[config.mk]
export PLATFORM = sky130hd
export DESIGN_NAME = ifetch_resp
export DESIGN_NICKNAME = d
export VERILOG_FILES = /design/src/rtl/ifetch_resp.sv
export SDC_FILE = /design/constraint.sdc
export NUM_CORES = 1
export LEC_CHECK = 0
export ABC_AREA = 1
export CAP_MARGIN = 20
export CORE_MARGIN = 1
export CORE_UTILIZATION = 50
export CTS_CLUSTER_DIAMETER = 40
export DETAILED_ROUTE_END_ITERATION = 12
export PLACE_DENSITY = 0.85
export SLEW_MARGIN = 5
export SYNTH_ARGS = -nofsm -noshare
export SYNTH_HDL_FRONTEND = slang
export SYNTH_SLANG_ARGS = --single-unit
export TNS_END_PERCENT = 5
[constraint.sdc]
create_clock -name clk -period 13.1 [get_ports clk]
set_clock_uncertainty 0.15 [all_clocks]
set_input_delay 1.965 -clock clk [delete_from_list [all_inputs] [get_ports clk]]
set_output_delay 1.965 -clock clk [all_outputs]
set_load 0.02 [all_outputs]
[src/rtl/ifetch_resp.sv]
// Instruction-fetch responder: single-outstanding memory read feeding a small
// output FIFO, with redirect flush that drops queued and in-flight fetches.
`timescale 1ns/1ps
module ifetch_resp #(
    parameter int DEPTH = 4,
    parameter int AW    = 32,
    parameter int DW    = 32
) (
    input  logic          clk,
    input  logic          rst_n,
    input  logic          req_valid,
    input  logic [AW-1:0] req_addr,
    output logic          req_ready,
    input  logic          flush,
    output logic          mem_rd,
    output logic [AW-1:0] mem_addr,
    input  logic          mem_ack,
    input  logic [DW-1:0] mem_rdata,
    output logic          instr_valid,
    output logic [DW-1:0] instr,
    output logic [AW-1:0] instr_addr,
    output logic          instr_fault,
    input  logic          instr_ready,
    output logic          busy
);
    localparam int PW = $clog2(DEPTH);
    localparam int CW = PW + 1;

    typedef enum logic [1:0] {IDLE, WAIT, DRAIN} state_t;

    state_t        state_q, state_d;
    logic          mem_rd_q, mem_rd_d;
    logic [AW-1:0] mem_addr_q, mem_addr_d;

    logic [DW-1:0] data_q [DEPTH];
    logic [AW-1:0] addr_q [DEPTH];
    logic [DEPTH-1:0] fault_q;
    logic [PW-1:0] rd_ptr_q, wr_ptr_q;
    logic [CW-1:0] count_q;

    logic          accept, aligned, push, pop;
    logic [DW-1:0] push_data;
    logic [AW-1:0] push_addr;
    logic          push_fault;

    assign req_ready   = (state_q == IDLE) && (count_q < CW'(DEPTH)) && !flush;
    assign accept      = req_valid && req_ready;
    assign aligned     = (req_addr[1:0] == 2'b00);
    assign instr_valid = (count_q != '0);
    assign pop         = instr_valid && instr_ready && !flush;

    always_comb begin
        state_d    = state_q;
        mem_rd_d   = mem_rd_q;
        mem_addr_d = mem_addr_q;
        push       = 1'b0;
        push_data  = '0;
        push_addr  = req_addr;
        push_fault = 1'b0;
        case (state_q)
            IDLE: begin
                if (accept) begin
                    if (aligned) begin
                        state_d    = WAIT;
                        mem_rd_d   = 1'b1;
                        mem_addr_d = {req_addr[AW-1:2], 2'b00};
                    end else begin
                        push       = 1'b1;
                        push_fault = 1'b1;
                    end
                end
            end
            WAIT: begin
                if (mem_ack) begin
                    state_d   = IDLE;
                    mem_rd_d  = 1'b0;
                    push      = !flush;
                    push_data = mem_rdata;
                    push_addr = mem_addr_q;
                end else if (flush) begin
                    state_d = DRAIN;
                end
            end
            DRAIN: begin
                // the memory read cannot be aborted; swallow its response
                if (mem_ack) begin
                    state_d  = IDLE;
                    mem_rd_d = 1'b0;
                end
            end
            default: begin
                state_d  = IDLE;
                mem_rd_d = 1'b0;
            end
        endcase
    end

    always_ff @(posedge clk or negedge rst_n) begin
        if (!rst_n) begin
            state_q    <= IDLE;
            mem_rd_q   <= 1'b0;
            mem_addr_q <= '0;
        end else begin
            state_q    <= state_d;
            mem_rd_q   <= mem_rd_d;
            mem_addr_q <= mem_addr_d;
        end
    end

    always_ff @(posedge clk or negedge rst_n) begin
        if (!rst_n) begin
            rd_ptr_q <= '0;
            wr_ptr_q <= '0;
            count_q  <= '0;
        end else if (flush) begin
            rd_ptr_q <= '0;
            wr_ptr_q <= '0;
            count_q  <= '0;
        end else begin
            if (push) wr_ptr_q <= wr_ptr_q + PW'(1);
            if (pop)  rd_ptr_q <= rd_ptr_q + PW'(1);
            case ({push, pop})
                2'b10:   count_q <= count_q + CW'(1);
                2'b01:   count_q <= count_q - CW'(1);
                default: count_q <= count_q;
            endcase
        end
    end

    always_ff @(posedge clk) begin
        if (push && !flush) begin
            data_q[wr_ptr_q]  <= push_data;
            addr_q[wr_ptr_q]  <= push_addr;
            fault_q[wr_ptr_q] <= push_fault;
        end
    end

    // head is gated so the outputs read as zero whenever the FIFO is empty
    assign instr       = instr_valid ? data_q[rd_ptr_q]  : '0;
    assign instr_addr  = instr_valid ? addr_q[rd_ptr_q]  : '0;
    assign instr_fault = instr_valid ? fault_q[rd_ptr_q] : 1'b0;

    assign mem_rd   = mem_rd_q;
    assign mem_addr = mem_addr_q;
    assign busy     = (state_q != IDLE) || instr_valid;
endmodule

==> summary.txt <==
Run status
  • Outcome: complete, no violations

Route
  • Met3 WL: 2500 um
  • Wire per inst: 17.4 um
  • Drc violations: 0
  • Highest Signal Layer: met4
  • Vias post-DR: 8700
  • Wl on met1: ~11000 um
  • DRT iter0 DRCs: slightly above 800
  • WL met2: around 14000 um
  • Final wirelength: between 20000 and 30000 um
  • Post-route ant nets: 0
  • Via-to-Cell Ratio: 5.37
  • DR pass1 iterations: 6

Finish
  • Area grow syn2layout: 24.5%
  • Layout Nets: between 1000 and 1500
  • Layout cell share with drive strength beyond 1: about 6.6%
  • Finished layout cell area: about 0.016 sq mm
  • Fill cells: ~1800
  • Flip-flop and latch area: 0.00881 sq mm
  • Multi-input gate area: 0.00308 sq mm
  • Antenna fix cells: 0

Synth
  • Synth cell count leaders: nor2_1, edfxtp_1, o21ai_0, inv_1, nand2_1
  • Synthesized flop and latch total: 300
  • Post-synth EDFFs: 260
  • Post-synthesis compound-gate area fraction: about 11%
  • Most common cell in the netlist: nor2_1
  • Synth area leaders: edfxtp_1, nor2_1, dfrtp_1
  • Syn avg cell area: approximately 11 sq um
  • Post-Synth Simple-Gate Area: 12.6%
  • Adder-cell share of the synthesized area: less than 1%
  • Xor and xnor area share after synthesis: less than 1%
  • Post-synthesis cell area: between 0.01 and 0.015 sq mm
  • Asr flop ratio synth: 13.3%
  • Synth area leader: edfxtp_1
  • Largest family of logic cells by synthesized area: simple AND/OR/NAND/NOR gates
  • Top_reg_cell synth: edfxtp_1
  • Yosys cell types: 27
  • Post-Syn Instances: approximately 1100
  • Syn. warnings: 0
  • Top-area cell type share of the netlist area: 62.7%
  • Sequential fraction of the synthesis area: a little over two thirds
  • Mux contribution to synthesized area: 0%

Power and ir drop
  • Leak: about 5.8 nW
  • Pwr dens: roughly 210 mW/mm^2
  • VDD IR-drop max: around 0.00016 V

STA
  • Final worst path period need: between 6 and 7 ns
  • RSZ-0062 raised after global routing: false
  • Max-slew violations: 0
  • Slew at the pin closest to its max-slew limit: 0.990 ns
  • Endpoints failing setup: 0
  • Setup TNS: 0 ns
  • Crit share post-route: 45.8%
  • Min Hold Slack: about 0.37 ns
  • Fmax: 167 MHz
  • Final hold vios: 0
  • Slew HR: approximately 34%

Die
  • Row count: between 50 and 60
  • # IOs: about 170
  • Die H: 160 um
  • Core ar.: ~0.024 sq mm
  • Effective utilization at floorplan: 51.1%
  • Die area: roughly 0.026 sq mm
  • Die X: 160 um

Global route
  • First-pass GRT wire length: 43900 um
  • Largest net degree at the start of global routing: between 80 and 90
  • GR Util All Layers: 22.1%
  • Initial antenna violation count: 0
  • Overflow after GRT: 0
  • Via count of the first global-routing pass: 8347

Clock network
  • Clock Sink Count: 300
  • Hold_buf cts: 0
  • Cts bufs inserted: 35
  • Max clock buf depth: 3
  • H-Tree Depth: 2
  • Worst-Skew Late Latency: approximately 0.52 ns
  • Worst-path clk slew: approximately 0.060 ns
  • Root buf cell: clkbuf_16
  • Post-cts resize count: 0
  • Post-CTS setup buffer count: 0
  • CTS tree: done

Critical path
  • Delay-heaviest family, CP: buffers and inverters
  • Crit path cell chain: clkinv_2 > buf_4 > o21ai_0 > a21oi_1 > clkdlybuf4s50_1
  • Peak fanout along the critical path: 81
  • CP max stage delay: just over 0.9 ns
  • Flop2flop setup slack: just under 9 ns
  • Worst EP arrival: 3.89 ns
  • Worst path slowest cell: dfrtp_4
  • CP required: roughly 11 ns
  • Critical path class: flip-flop to output pin
  • R2R cell count: 10
  • R2R Path Start: state_q[1]$_DFFE_PN0P_
  • RR Endpoint: data_q[3][10]$_DFFE_PP_
  • Crit end category: output pin
  • Crit path buf inv count: 3
  • Worst setup SP type: flip-flop

Run
  • Max Cap Viol: 0

Min path
  • Worst hold stages: 2
  • Hold_sp: mem_addr[9]$_DFFE_PN0P_
  • Tightest Hold Check Type: flip-flop to flip-flop
  • Hold Path Sink: mem_addr[9]$_DFFE_PN0P_

Placement
  • Cell Area, Placed: 0.0144 sq mm
  • Routability cong.: slightly below 0.8
  • Port-buffer cells: 168
  • Final HPWL DP: approximately 16000 um
## how the worst max path moves through the flow
stage | startpoint | to | slack [ns] | cells past startpoint
2_1_floorplan | flush | addr_q[0][0]$_DFFE_PP_ | 7.08 | 7
3_3_place_gp | mem_ack | data_q[3][11]$_DFFE_PP_ | 7.25 | 9
3_5_place_dp | mem_ack | data_q[3][3]$_DFFE_PP_ | 7.16 | 9
4_1_cts | rd_ptr_q[0]$_DFFE_PN0P_ | instr_addr[21] | 7.15 | 5
5_1_grt | rd_ptr_q[0]$_DFFE_PN0P_ | instr_fault | 6.90 | 5
6_report | rd_ptr_q[0]$_DFFE_PN0P_ | instr_addr[21] | 7.10 | 5
## through the flow
stage,power (mW),instances,utilization [%],setup slack (ns)
2_1_floorplan,1.89,1125,-,7.08
3_5_place_dp,2.32,1560,58.9,7.16
3_3_place_gp,2.29,1560,58.9,7.25
4_1_cts,3.28,1619,63.6,7.15
6_report,3.26,1619,63.6,7.10
5_1_grt,3.41,1619,63.6,6.90
## routing by layer
metal,track usage (%),vias up
li1,-,4115
met1,28.8,4106
met4,8.35,0
met2,36.5,420
met3,4.75,59
met5,0,-
## placed cells by master (no fill, tap or decap)
cell             count
nand2_1             77
bufinv_16            5
fa_1                 1
buf_4               10
o21ai_0            169
nand2_2              2
nor2_4               5
inv_2                5
inv_1               78
o21ai_1             26
xor2_1               1
conb_1               2
dfrtp_1             38
dfrtp_4              1
clkinv_2             3
ha_1                 8
nand3_4              1
clkbuf_16           35
clkinvlp_4           2
edfxtp_1           260
nor2_1             297
a21oi_1             70
clkdlybuf4s50_1    167
buf_2                1
nand3b_4             1
nand2_4              3
nand3_2              1
clkinv_4             3
clkbuf_1             5
a21oi_2              2
nand3_1              2
clkinv_1             5
nor2_2               2
nand4_1              4
dfrtp_2              1
inv_6                2
## power breakdown
part	internal (mW)	switching, mW	leakage (nW)	total (mW)
logic	0.357	0.630	2.33	0.987
clock network	0.589	0.360	0.545	0.949
registers	1.24	0.0846	2.90	1.33
total	2.19	1.07	5.78	3.26
## worst min-delay path, stage by stage, from the launching register on
cell and delay [ns]:
dfrtp_1 0.36, nand2_1 0.06, o21ai_1 0.06
## cells by family (layout without fill, tap and decap cells)
| logic type | Yosys count | after routing |
|---|---|---|
| AOI/OAI and AO/OA | 267 | 267 |
| adders and majority gates | 9 | 9 |
| buffers and inverters | 151 | 321 |
| and+or+nand+nor | 395 | 395 |
| DFF | 300 | 300 |
| xor gates and xnor gates | 1 | 1 |
| other | 1 | 2 |
## layout make-up
type / count / area share [%]
clock buffers: 40 / 5.77
multi-input cells: 674 / 19.9
well taps: 324 / 2.62
flip-flops and latches: 300 / 56.9
clock inverters: 19 / 1.53
repair buffers: 178 / 11.3
inverters: 84 / 2.04
## registers in the layout, indices dropped and copies added, names as in the netlist
register,flops
addr_q,128
data_q,128
mem_addr,30
fault_q,4
count_q,3
rd_ptr_q,2
state_q,2
wr_ptr_q,2
mem_rd,1
Note: power is estimated with default switching activity, not from simulation.
==> patch 1, RTL diff (same settings) <==
`mem_addr_q` no longer has a reset.
--- a/src/rtl/ifetch_resp.sv
+++ b/src/rtl/ifetch_resp.sv
@@ -101,3 +101,2 @@
             mem_rd_q   <= 1'b0;
-            mem_addr_q <= '0;
         end else begin
@@ -105,4 +104,7 @@
             mem_rd_q   <= mem_rd_d;
-            mem_addr_q <= mem_addr_d;
         end
+    end
+
+    always_ff @(posedge clk) begin
+        mem_addr_q <= mem_addr_d;
     end
Check against the original RTL: not equivalent (a bounded check fails within 4 cycles, from zero or initial values and one cycle with rst_n low).
==> patch 1 against the unedited design <==
- register-to-register slack improved by 120 ps
- largest power group unchanged
- sequential cell count unchanged
- critical path depth stayed put
- synthesized cell count down 5.9%
- area after synthesis is 1.6% lower
- worst setup slack improved by 190 ps
- combinational power decreased by 20%
- sequential share of layout area increased by 1.5 points
- total power fell by 7.9%
- final cell count fell by 3.9%
- routed wire length fell by 1.8%
- design area shrank 0.99%
- non-clock buffer count unchanged
- largest cell class unchanged
==> patch 1: results (changes against the unedited design) <==
* Switching power share of the total: 31.6% (was 32.9%)
* Synth Area in XOR/XNOR: 0.0715% (was 0.0703%)
- The fraction of final layout cells with drive strength greater than 1 was 6.87% (was 6.56%).
- Critical path fanouts, max: 122 (was 81)
- The number of flops mapped to enable cells by yosys is 290 (was 260).
- Adder and majority gate portion of the synthesized area: 0.981% (was 0.964%)
- The estimated wirelength of the detail-placed design was 16000 um (was 16100 um).
* Delay of the slowest cell on the worst path: 860 ps (was 910 ps)
* Sequential area share after synthesis: 73.1% (was 70.7%)
* Via count of the first global-routing pass: 8199 (was 8347)
- Cell total after placement: 1495 (was 1560)
- The cell count after synthesis came to 1058 (was 1124).
- Number of nets in the finished design: 1293 (was 1352)
- The dominant delay contributor by cell family on the critical path is buffers and inverters (unchanged).
- The endpoint of the lowest-slack register-to-register path was data_q[1][28] (was data_q[3][10]).
* Library cell contributing the largest single delay on the critical path: sky130_fd_sc_hd__buf_4 (was sky130_fd_sc_hd__dfrtp_4)
- Number of DRC markers in iteration 0: 744 (was 822)
* Cells taking the most area after synthesis: sky130_fd_sc_hd__edfxtp_1, sky130_fd_sc_hd__nor2_1, sky130_fd_sc_hd__o21ai_0 (was sky130_fd_sc_hd__edfxtp_1, sky130_fd_sc_hd__nor2_1, sky130_fd_sc_hd__dfrtp_1)
* Length of routed met2 wiring: 13700 um (about the same)
- The routed via count came to 8378 (was 8700).
- Measured slew at the worst slew-check pin: 1100 ps (was 990 ps)
* Result of the run: completed (unchanged)
- The final routed wirelength across all metal layers came to 27700 um (was 28200 um).
- The slack of the worst reg-to-reg path is 8990 ps (was 8870 ps).
- The overall routing resource usage came to 22.5% (was 22.1%).
- The worst min-delay path endpoint is state_q[1] (was mem_addr[9]).
- The pin count of the biggest net entering global routing came to 123 (was 82).
- Placement-stage cell area: 0.0142 sq mm (was 0.0144 sq mm)
- Metal1 wirelength: 10800 um (was 11200 um)
- The wire length on met3 is 2130 um (was 2500 um).
- The critical path endpoint is instr_addr[15] (was instr_addr[21]).
- Leakage: 5.58 nW (was 5.78 nW)
- HP Start: state_q[1] (was mem_addr[9])
- The arrival time at the worst endpoint is 3700 ps (was 3890 ps).
- The proportion of register bits with asynchronous set or reset after synthesis was 3.33% (was 13.3%).
* Area fraction in compound gates after synthesis: 8.53% (was 10.8%)
* Number of detailed-routing iterations run before antenna repair: 5 (was 6)
- The maximum VDD drop is 0.000127 V (was 0.000158 V).
- The post-detailed-route via-to-cell ratio was 5.38 (was 5.37).
[patch 1: changes by cell type after synthesis, moves of 2 or more]
cell / change
sky130_fd_sc_hd__nand2_1: +32
sky130_fd_sc_hd__dfrtp_1: -30
sky130_fd_sc_hd__clkbuf_1: -9
sky130_fd_sc_hd__edfxtp_1: +30
sky130_fd_sc_hd__buf_2: +2
sky130_fd_sc_hd__o21ai_1: -24
sky130_fd_sc_hd__nand2_2: +2
sky130_fd_sc_hd__inv_1: -28
sky130_fd_sc_hd__nand2_4: -2
sky130_fd_sc_hd__o21ai_0: -37
[patch 1: power groups by stage]
stage	sequential, mW	combinational [mW]	clock [mW]
floorplan	1.26	0.477	0
global placement	1.26	0.762	0
detailed placement	1.27	0.791	0
CTS	1.25	0.797	0.975
global route	1.26	0.868	1.01
finish	1.25	0.793	0.962
[patch 1: cells by family after synthesis]
family | after synthesis
simple gates | 424
buf+inv | 116
xor+xnor | 1
compound gates | 207
other cells | 1
fa+ha+maj | 9
flops | 300
[patch 1: per-stage QoR]
step                hold slack [ps]  setup WS, ps  util, %
finish                          380          7280     64.6
global route                    423          7080     64.6
CTS                             378          7310     64.6
detailed placement              364          7160     59.8
global placement                354          7290     59.8
floorplan                       334          7140        -
[patch 1: metal layers]
layer / vias to the layer above / GRT usage [%]
met2: 379 / 38.3
met1: 3995 / 27.6
met4: 0 / 10.8
met5: - / 0
met3: 78 / 4.55
li1: 3926 / -
[patch 1: cell type report]
class | instances | area [sq um]
clock inverter | 18 | 206
tap | 319 | 399
timing repair buffer | 178 | 1760
fill | 1677 | 8410
clock buffer | 43 | 948
inverter | 55 | 208
sequential | 300 | 8960
multi-input combinational | 643 | 2870
==> patch 2, RTL diff (same flow settings) <==
Made on the original files. Change the parameter `DW` from 32 to 64.
--- a/src/rtl/ifetch_resp.sv
+++ b/src/rtl/ifetch_resp.sv
@@ -6,3 +6,3 @@
     parameter int AW    = 32,
-    parameter int DW    = 32
+    parameter int DW    = 64
 ) (
Interface: changed (resized instr and mem_rdata); port bits go from 171 to 235. No check against the original RTL was run, so the function may have changed too.
==> patch 2 against the unedited design <==
- design area grew 42%
- highest routed layer unchanged
- worst setup slack improved by 130 ps
- sequential cell count up 128
- total power rose by 40%
- die area is 41% higher
- critical path depth unchanged
- critical endpoint is now instr_fault
- sequential share of layout area rose by 0.82 points
- first-iteration DRC count grew 35%
- via count up 40%
- area after synthesis grew 41%
- routed wire length rose by 46%
- maximum frequency up 2.1%
==> patch 2: results (changes against the unedited design) <==
- Result of the run: completed (unchanged).
* Number of detailed-routing iterations run before antenna repair: 6 (unchanged)
- Adder and majority gate portion of the synthesized area: 0.683% (was 0.964%)
- Per-cell via count in the routed design: 5.39 (was 5.37)
- The wire length on met1 was 16600 um (was 11200 um).
- Synth Area in XOR/XNOR: 0.0498% (was 0.0703%)
- The worst-case setup slack after placement is 6810 ps (was 7160 ps).
* Leakage: 8.10 nW (was 5.78 nW)
- First-pass GRT wire length: 64000 um (was 43900 um)
- Overall Global Routing Usage: 22.9% (was 22.1%)
* Delay of the slowest cell on the worst path: 720 ps (was 910 ps)
- Number of DRC markers in iteration 0: 1110 (was 822)
* Topmost layer with routed signal wires: met4 (unchanged)
- Length of routed met2 wiring: 19900 um (was 13700 um)
- Area fraction in compound gates after synthesis: 10.4% (was 10.8%)
- Critical path fanouts, max: 115 (was 81)
* Ratio of cells with drive above 1 in the final layout: 6.69% (was 6.56%)
- The CTS buffer count was 49 (was 35).
- Worst VDD drop: 0.000184 V (was 0.000158 V)
- The total of buffers placed on input and output ports is 232 (was 168).
* Met1 global-route usage: 31.3% (was 28.8%)
- The share of the yosys chip area belonging to registers came to 71.9% (was 70.7%).
- The worst-path cell with the longest stage delay is sky130_fd_sc_hd__buf_4 (was sky130_fd_sc_hd__dfrtp_4).
* Met3 GRT Util: 3.67% (was 4.75%)
* Number of distinct library cells after synthesis: 25 (was 27)
* Measured slew at the worst slew-check pin: 1050 ps (was 990 ps)
- Synth async-reset ratio: 9.35% (was 13.3%)
* Number of nets in the finished design: 1881 (was 1352)
- Data arrival time of the worst path: 3760 ps (was 3890 ps)
* Met3 WL post-DR: 3370 um (was 2500 um)
- The pin count of the biggest net entering global routing was 116 (was 82).
* DRT Wirelength: 41000 um (was 28200 um)
* List of most frequent post-synthesis cells: sky130_fd_sc_hd__nor2_1, sky130_fd_sc_hd__edfxtp_1, sky130_fd_sc_hd__o21ai_0 (unchanged)
- Gp weighted congestion: 0.813 (was 0.782)
- Detail Placement HPWL: 23600 um (was 16100 um)
- Cells taking the most area after synthesis: sky130_fd_sc_hd__edfxtp_1, sky130_fd_sc_hd__nor2_1, sky130_fd_sc_hd__o21ai_0 (was sky130_fd_sc_hd__edfxtp_1, sky130_fd_sc_hd__nor2_1, sky130_fd_sc_hd__dfrtp_1).
## patch 2: cell types whose count changed in the layout (fill, tap and decap cells not counted), moves of 19 or more
cell	change
sky130_fd_sc_hd__inv_1	+32
sky130_fd_sc_hd__edfxtp_1	+128
sky130_fd_sc_hd__clkdlybuf4s50_1	+64
sky130_fd_sc_hd__o21ai_0	+90
sky130_fd_sc_hd__a21oi_1	+33
sky130_fd_sc_hd__o21ai_1	-26
sky130_fd_sc_hd__clkbuf_16	+19
sky130_fd_sc_hd__nor2_1	+162
## patch 2: metrics by stage
step	hold WS (ps)	util (%)	area (sq um)	instances
finish	355	63.5	21900	2265
global placement	345	58.5	20200	2174
floorplan	403	-	17600	1569
CTS	358	63.5	21900	2265
detailed placement	345	58.5	20200	2174
global route	389	63.5	21900	2265
## patch 2: area by class of cell
type	count	area, sq um	area share [%]
inverters	116	442	2.01
repair buffers	245	2410	11.0
flip-flops and latches	428	12700	57.7
multi-input cells	930	4130	18.8
clock buffers	62	1410	6.43
well taps	455	569	2.59
clock inverters	29	320	1.46
## patch 2: power by group through the flow
stage / sequential, mW / clock, mW / combinational, mW
floorplan: 1.91 / 0 / 0.693
global placement: 1.85 / 0 / 1.29
detailed placement: 1.86 / 0 / 1.33
CTS: 1.83 / 1.43 / 1.34
global route: 1.85 / 1.48 / 1.45
finish: 1.83 / 1.41 / 1.33
## patch 2: final timing paths
path	depth (start not counted)	slack, ps	end	start
min in group asynchronous	1	1390	mem_addr[3]	rst_n
setup reg to reg	11	8560	data_q[1][49]	state_q[1]
hold reg to reg	2	350	mem_addr[22]	mem_addr[22]
hold / removal	2	350	mem_addr[22]	mem_addr[22]
setup / recovery	5	7220	instr_fault	rd_ptr_q[0]
max in group asynchronous	1	10730	rd_ptr_q[0]	rst_n
